==> src/rtl/dac_sample_player.sv <==
// dac_sample_player: FIFO-buffered sample player feeding an 8-bit DAC.
// Samples are queued through a valid/ready port and played out at a
// programmable rate (one sample every div+1 clocks while en is high).
// An empty FIFO at a sample tick raises a sticky underrun flag.
// Optional feature: define DAC_PLAYER_IRQ_EN to add the registered irq output.
module dac_sample_player #(
    parameter int DEPTH = 16,
    parameter int DIV_W = 16
) (
    input  logic                       clk,
    input  logic                       rst,
    input  logic                       en,
    input  logic [DIV_W-1:0]           div,
    input  logic                       flush,
    input  logic [7:0]                 s_data,
    input  logic                       s_valid,
    output logic                       s_ready,
    input  logic                       clr_underrun,
    output logic                       dac_ena,
    output logic [7:0]                 dac_data,
    output logic [$clog2(DEPTH):0]     level,
    output logic                       underrun
`ifdef DAC_PLAYER_IRQ_EN
   ,output logic                       irq
`endif
);

    localparam int AW = $clog2(DEPTH);
    localparam int LW = AW + 1;

    localparam logic [LW-1:0]    FULL_LVL = LW'(DEPTH);
    localparam logic [LW-1:0]    ZERO_LVL = LW'(0);
    localparam logic [LW-1:0]    ONE_LVL  = LW'(1);
    localparam logic [AW-1:0]    PTR_ZERO = AW'(0);
    localparam logic [AW-1:0]    PTR_ONE  = AW'(1);
    localparam logic [DIV_W-1:0] CNT_ZERO = DIV_W'(0);
    localparam logic [DIV_W-1:0] CNT_ONE  = DIV_W'(1);

    // Sample storage; contents are only meaningful between the pointers,
    // so the array carries no reset.
    logic [7:0]       r_mem [DEPTH];
    logic [AW-1:0]    r_wr_ptr;
    logic [AW-1:0]    r_rd_ptr;
    logic [LW-1:0]    r_level;
    logic [DIV_W-1:0] r_cnt;
    logic [7:0]       r_dac_data;
    logic             r_dac_ena;
    logic             r_underrun;

    logic w_tick;
    logic w_full;
    logic w_push;
    logic w_pop;
    logic w_starve;

    // Tick and FIFO handshake decode. s_ready depends only on the registered
    // level (plus flush), never on this cycle's pop.
    always_comb begin
        w_tick   = en && (r_cnt >= div);
        w_full   = (r_level == FULL_LVL);
        s_ready  = (!w_full) || flush;
        w_push   = s_valid && s_ready && !flush;
        w_pop    = w_tick && (r_level != ZERO_LVL) && !flush;
        w_starve = w_tick && (r_level == ZERO_LVL);
    end

    // Prescaler: held at zero while disabled, wraps on every tick. The >=
    // compare makes a lowered div take effect on the very next cycle.
    always_ff @(posedge clk or posedge rst) begin
        if (rst) begin
            r_cnt <= CNT_ZERO;
        end else if (!en) begin
            r_cnt <= CNT_ZERO;
        end else if (w_tick) begin
            r_cnt <= CNT_ZERO;
        end else begin
            r_cnt <= r_cnt + CNT_ONE;
        end
    end

    // FIFO storage write.
    always_ff @(posedge clk) begin
        if (w_push) begin
            r_mem[r_wr_ptr] <= s_data;
        end
    end

    // Pointers and occupancy; flush overrides any same-cycle push or pop.
    always_ff @(posedge clk or posedge rst) begin
        if (rst) begin
            r_wr_ptr <= PTR_ZERO;
            r_rd_ptr <= PTR_ZERO;
            r_level  <= ZERO_LVL;
        end else if (flush) begin
            r_wr_ptr <= PTR_ZERO;
            r_rd_ptr <= PTR_ZERO;
            r_level  <= ZERO_LVL;
        end else begin
            if (w_push) begin
                r_wr_ptr <= r_wr_ptr + PTR_ONE;
            end
            if (w_pop) begin
                r_rd_ptr <= r_rd_ptr + PTR_ONE;
            end
            case ({w_push, w_pop})
                2'b10:   r_level <= r_level + ONE_LVL;
                2'b01:   r_level <= r_level - ONE_LVL;
                default: r_level <= r_level;
            endcase
        end
    end

    // DAC data register: loads the popped head entry, otherwise holds.
    always_ff @(posedge clk or posedge rst) begin
        if (rst) begin
            r_dac_data <= 8'h00;
        end else if (w_pop) begin
            r_dac_data <= r_mem[r_rd_ptr];
        end else begin
            r_dac_data <= r_dac_data;
        end
    end

    // DAC enable follows en with one cycle of delay.
    always_ff @(posedge clk or posedge rst) begin
        if (rst) begin
            r_dac_ena <= 1'b0;
        end else begin
            r_dac_ena <= en;
        end
    end

    // Sticky underrun: a starved tick sets it and beats a same-cycle clear.
    always_ff @(posedge clk or posedge rst) begin
        if (rst) begin
            r_underrun <= 1'b0;
        end else if (w_starve) begin
            r_underrun <= 1'b1;
        end else if (clr_underrun) begin
            r_underrun <= 1'b0;
        end else begin
            r_underrun <= r_underrun;
        end
    end

`ifdef DAC_PLAYER_IRQ_EN
    localparam logic [LW-1:0] HALF_LVL = LW'(DEPTH / 2);
    logic r_irq;

    // Interrupt request: FIFO at or below half while playing, or underrun.
    always_ff @(posedge clk or posedge rst) begin
        if (rst) begin
            r_irq <= 1'b0;
        end else begin
            r_irq <= (en && (r_level <= HALF_LVL)) || r_underrun;
        end
    end

    assign irq = r_irq;
`endif

    assign dac_ena  = r_dac_ena;
    assign dac_data = r_dac_data;
    assign level    = r_level;
    assign underrun = r_underrun;

endmodule

==> config.mk <==
export PLATFORM = sky130hd
export DESIGN_NAME = dac_sample_player
export DESIGN_NICKNAME = d
export VERILOG_FILES = /design/src/rtl/dac_sample_player.sv
export SDC_FILE = /design/constraint.sdc
export NUM_CORES = 1
export LEC_CHECK = 0
export ABC_CLOCK_PERIOD_IN_PS = 7600
export CAP_MARGIN = 25
export CORE_MARGIN = 3
export CORE_UTILIZATION = 64
export DETAILED_ROUTE_END_ITERATION = 10
export HOLD_SLACK_MARGIN = 0.15
export PLACE_DENSITY = 0.85
export SETUP_SLACK_MARGIN = 0.05
export SLEW_MARGIN = 20
export SYNTH_ARGS = -nofsm -noshare
export SYNTH_HDL_FRONTEND = slang
export SYNTH_SLANG_ARGS = --single-unit
export TNS_END_PERCENT = 30
==> constraint.sdc <==
create_clock -name clk -period 7.6 [get_ports clk]
set_input_delay 1.52 -clock clk [delete_from_list [all_inputs] [get_ports clk]]
set_output_delay 1.52 -clock clk [all_outputs]
set_load 0.02 [all_outputs]
==> summary.md <==
| Metric | Value |
|---|---|
| Slew @ Worst Pin | 886 ps |
| RePlAce Congestion | 0.838 |
| Clock share of power | 41.9% |
| DIE HEIGHT | 113 um |
| Worst skew pair latency | 430 ps |
| Async SR Flop Fraction | 23.4% |
| Startpoint Class | primary input |
| Sw Ratio | 20.9% |
| H-tree depth | 4 |
| Largest stage delay, worst path | 490 ps |
| Num CTS Buffers | 17 |
| Yosys cell types | 42 |
| DR iter-0 viols | 329 |
| Seq pwr share | 53.6% |
| Worst clock skew | 7.89 ps |
| Static Leak | 3.13 nW |
| Core area | 11100 sq um |
| Final Non-Filler Cells | 648 |
| Mean Syn Cell Area | 16.8 sq um |
| Setup Viol. Count Final | 0 |
| Fin crit share | 64.4% |
| Vias | 4009 |
| Minimum clock period | 4890 ps |
| N_diodes | 0 |
| Gr usage total | 23.8% |
| Arrival time of the worst setup path | 5230 ps |
| Gr ovfl total | 0 |
| Root Buffer | clkbuf_16 |
| Post-Syn Nets | 497 |
| Grt met3 use | 5.62% |
| Drt total wl | 14.1 mm |
| Worst-path cell chain | clkdlybuf4s50_1, inv_1, ha_1, nand4_1, nor2_1, o2111ai_1, o211a_4, nor3_4, nand2_1, inv_1, ha_1, nor2b_1, o21ai_0, nand2b_1, or3_1, and3b_1, nor3_1 |
| Comb power frac | 4.5% |
| Worst path required time | 7930 ps |
| Via density | 6.19 |
| Multi-input logic area | 2400 sq um |
| Sequential cell area fraction in the yosys report | 65.2% |
| Switching Power | 0.391 mW |
| DRT antenna net count | 0 |
| Layer with the highest usage | met2 |
| Status | completed |
| Buffer and inverter count on the worst path | 3 |
| Drt wl/cell | 21.7 um |
| Max-slew headroom at the worst pin | 40.7% |
| Vias in the first global route | 4073 |
| Met1 usage | 32.8% |
| Die area | 12900 sq um |
| Setup tns final | 0 ps |
| First-pass GRT wire length | 22.5 mm |
| Max Slew Vio Count | 0 |
| Clk buf depth | 2 |
| Critical path endpoint category | register |
| Largest net degree at the start of global routing | 40 |
| Crit Path Category | primary input to register |
| Hold_buf cts | 0 |
| Top FF cell, synth | edfxtp_1 |
| Layout cells sized above 1 | 11.2% |
| Port bufs | 45 |
| Number of synthesized flops with an enable pin | 128 |
| Yosys warning count | 0 |
| Antenna violations before repair | 0 |
| FF+latch area | 4820 sq um |
| Unrepaired setup endpoints after global routing | false |
| Fmax | 204 MHz |
| Family with the most delay on the worst path | simple AND/OR/NAND/NOR gates |
| P_int | 1.48 mW |
| DRC | 0 |
| Worst hold path class | register to register |
| Clock Sinks | 167 |
| Post-synthesis register bit count | 167 |
| Die X | 113 um |
| HPWL after DPL | 9.03 mm |
| Setup bufs post-CTS | 0 |
| Syn-to-layout area delta | 15.0% |
| Nets | 551 |
| Max VDD drop | 0.000194 V |
| Max FO, Critical Path | 9 |
| Maxcap violations | 0 |
| Fill cells | 626 |
| Post-cts resize count | 0 |
| GR Util met2 | 38.6% |
| Cell Pwr Density | 220 nW/um^2 |
| Placed Cells | 616 |
| I/O Pins | 46 |
| Cells after Synth | 441 |
| CP max-delay cell | nor3_4 |
| TritonCTS clock tree | done |
| Synth Cell Area | 7390 sq um |
| First-pass detailed-route iteration total | 5 |
| Clock slew at reported path FFs | 60 ps |
| Initial Utilization | 66.7% |
| # rows | 38 |
| Hold Violations, Final | 0 |
-- power by group through the flow --
stage	clock network, mW	registers, mW	logic, mW
2_1_floorplan	0	1.02	0.0372
4_1_cts	0.794	1.00	0.0848
3_3_place_gp	0	1.02	0.0799
5_1_grt	0.838	1.00	0.0931
3_5_place_dp	0	1.02	0.0835
6_report	0.783	1.00	0.0839
-- through the flow --
| step | hold WS (ps) | setup slack [ps] | power [mW] | area, sq um | util (%) |
|---|---|---|---|---|---|
| floorplan | 467 | 3130 | 1.06 | 7390 | - |
| global placement | 500 | 2480 | 1.10 | 7960 | 71.9 |
| detailed placement | 508 | 2300 | 1.10 | 7960 | 71.9 |
| CTS | 521 | 2730 | 1.88 | 8500 | 76.7 |
| global route | 537 | 2430 | 1.93 | 8500 | 76.7 |
| finish | 514 | 2710 | 1.87 | 8500 | 76.7 |
-- registers in the layout, summed over array words and instances (netlist names) --
name,flops
underrun,1
dac_ena,1
r_wr_ptr,4
r_rd_ptr,4
level,5
r_cnt,16
dac_data,8
r_mem,128
-- cell usage in the layout (no fill, tap or decap), types with 2 or more instances in the layout --
cell,synthesis,final
mux2_2,4,4
nor2b_1,6,6
nand3b_1,2,2
o211ai_1,2,2
clkinv_1,0,3
clkbuf_16,0,17
nand2_1,18,18
a21o_1,2,2
nand3_1,8,8
or3_1,4,4
nand4_1,5,5
nor3_1,5,5
ha_1,25,25
o21a_1,2,2
nand2b_1,4,4
mux2_4,8,8
xnor2_1,5,5
clkdlybuf4s50_1,0,45
clkinvlp_4,0,2
clkinv_2,0,2
clkbuf_1,8,2
inv_1,24,24
nor2_1,47,47
mux4_1,30,30
o21ai_0,8,8
and2_1,2,2
and3_1,5,5
a21oi_1,9,9
edfxtp_1,128,128
dfrtp_1,39,39
clkinv_4,0,3
buf_4,0,4
mux4_2,10,10
xor2_1,13,13
-- path summary, 6_finish.rpt --
| path | to | cells after the start | slack [ps] | start |
|---|---|---|---|---|
| hold / removal | dac_data[2]$_DFFE_PP0P_ | 1 | 510 | dac_data[2]$_DFFE_PP0P_ |
| min in group asynchronous | level[4]$_DFFE_PP0P_ | 3 | 1520 | rst |
| setup reg to reg | level[4]$_DFFE_PP0P_ | 15 | 3850 | r_cnt[13]$_DFF_PP0_ |
| max in group asynchronous | r_cnt[8]$_DFF_PP0_ | 3 | 5720 | rst |
| hold reg to reg | dac_data[2]$_DFFE_PP0P_ | 1 | 510 | dac_data[2]$_DFFE_PP0P_ |
| setup / recovery | level[4]$_DFFE_PP0P_ | 17 | 2710 | div[13] |
-- metal layers --
metal | wire length [um] | up-vias
met3 | 942 | 23
met2 | 7120 | 158
met4 | 237 | 0
met5 | 0 | -
li1 | - | 1816
met1 | 5770 | 2012
-- Yosys cell counts (2+ instances only) --
cell type / count / area [sq um]
nor3_1: 5 / 25.0
nand3b_1: 2 / 15.0
ha_1: 25 / 313
a21oi_1: 9 / 45.0
nand4_1: 5 / 31.3
inv_1: 24 / 90.1
o211ai_1: 2 / 15.0
nor2b_1: 6 / 37.5
mux2_2: 4 / 45.0
nand3_1: 8 / 40.0
o21ai_0: 8 / 40.0
mux4_1: 30 / 788
clkbuf_1: 8 / 30.0
edfxtp_1: 128 / 3840
nand2_1: 18 / 67.6
o21a_1: 2 / 15.0
and3_1: 5 / 31.3
and2_1: 2 / 12.5
dfrtp_1: 39 / 976
or3_1: 4 / 25.0
mux4_2: 10 / 225
nor2_1: 47 / 176
a21o_1: 2 / 15.0
nand2b_1: 4 / 25.0
buf_1: 2 / 7.51
buf_6: 3 / 33.8
xor2_1: 13 / 114
mux2_4: 8 / 120
xnor2_1: 5 / 43.8
-- worst register-to-register path: cells and delay by family, from the launching register on --
family | cells | cell delay [ps]
buffers and inverters | 1 | 140
flip-flops | 1 | 420
AND/OR/NAND/NOR | 9 | 1900
adder cells (fa/ha/maj) | 2 | 570
AO/OA/AOI/OAI | 3 | 620
-- area by class of cell --
| class | instances | share of cell area (%) |
|---|---|---|
| repair buffers | 49 | 5.65 |
| well taps | 140 | 2.06 |
| flip-flops and latches | 167 | 56.7 |
| clock inverters | 13 | 1.25 |
| inverters | 24 | 1.06 |
| multi-input cells | 236 | 28.2 |
| clock buffers | 19 | 5.09 |
-- cell families after synthesis --
| group | after synthesis | synth area share [%] |
|---|---|---|
| DFF | 167 | 65.2 |
| and+or+nand+nor | 110 | 7.21 |
| muxes | 52 | 15.9 |
| buffers and inverters | 38 | 2.39 |
| AOI/OAI and AO/OA | 30 | 2.64 |
| adders and majority gates | 26 | 4.50 |
| xor gates and xnor gates | 18 | 2.13 |
Note: power is estimated with default switching activity, not from simulation.
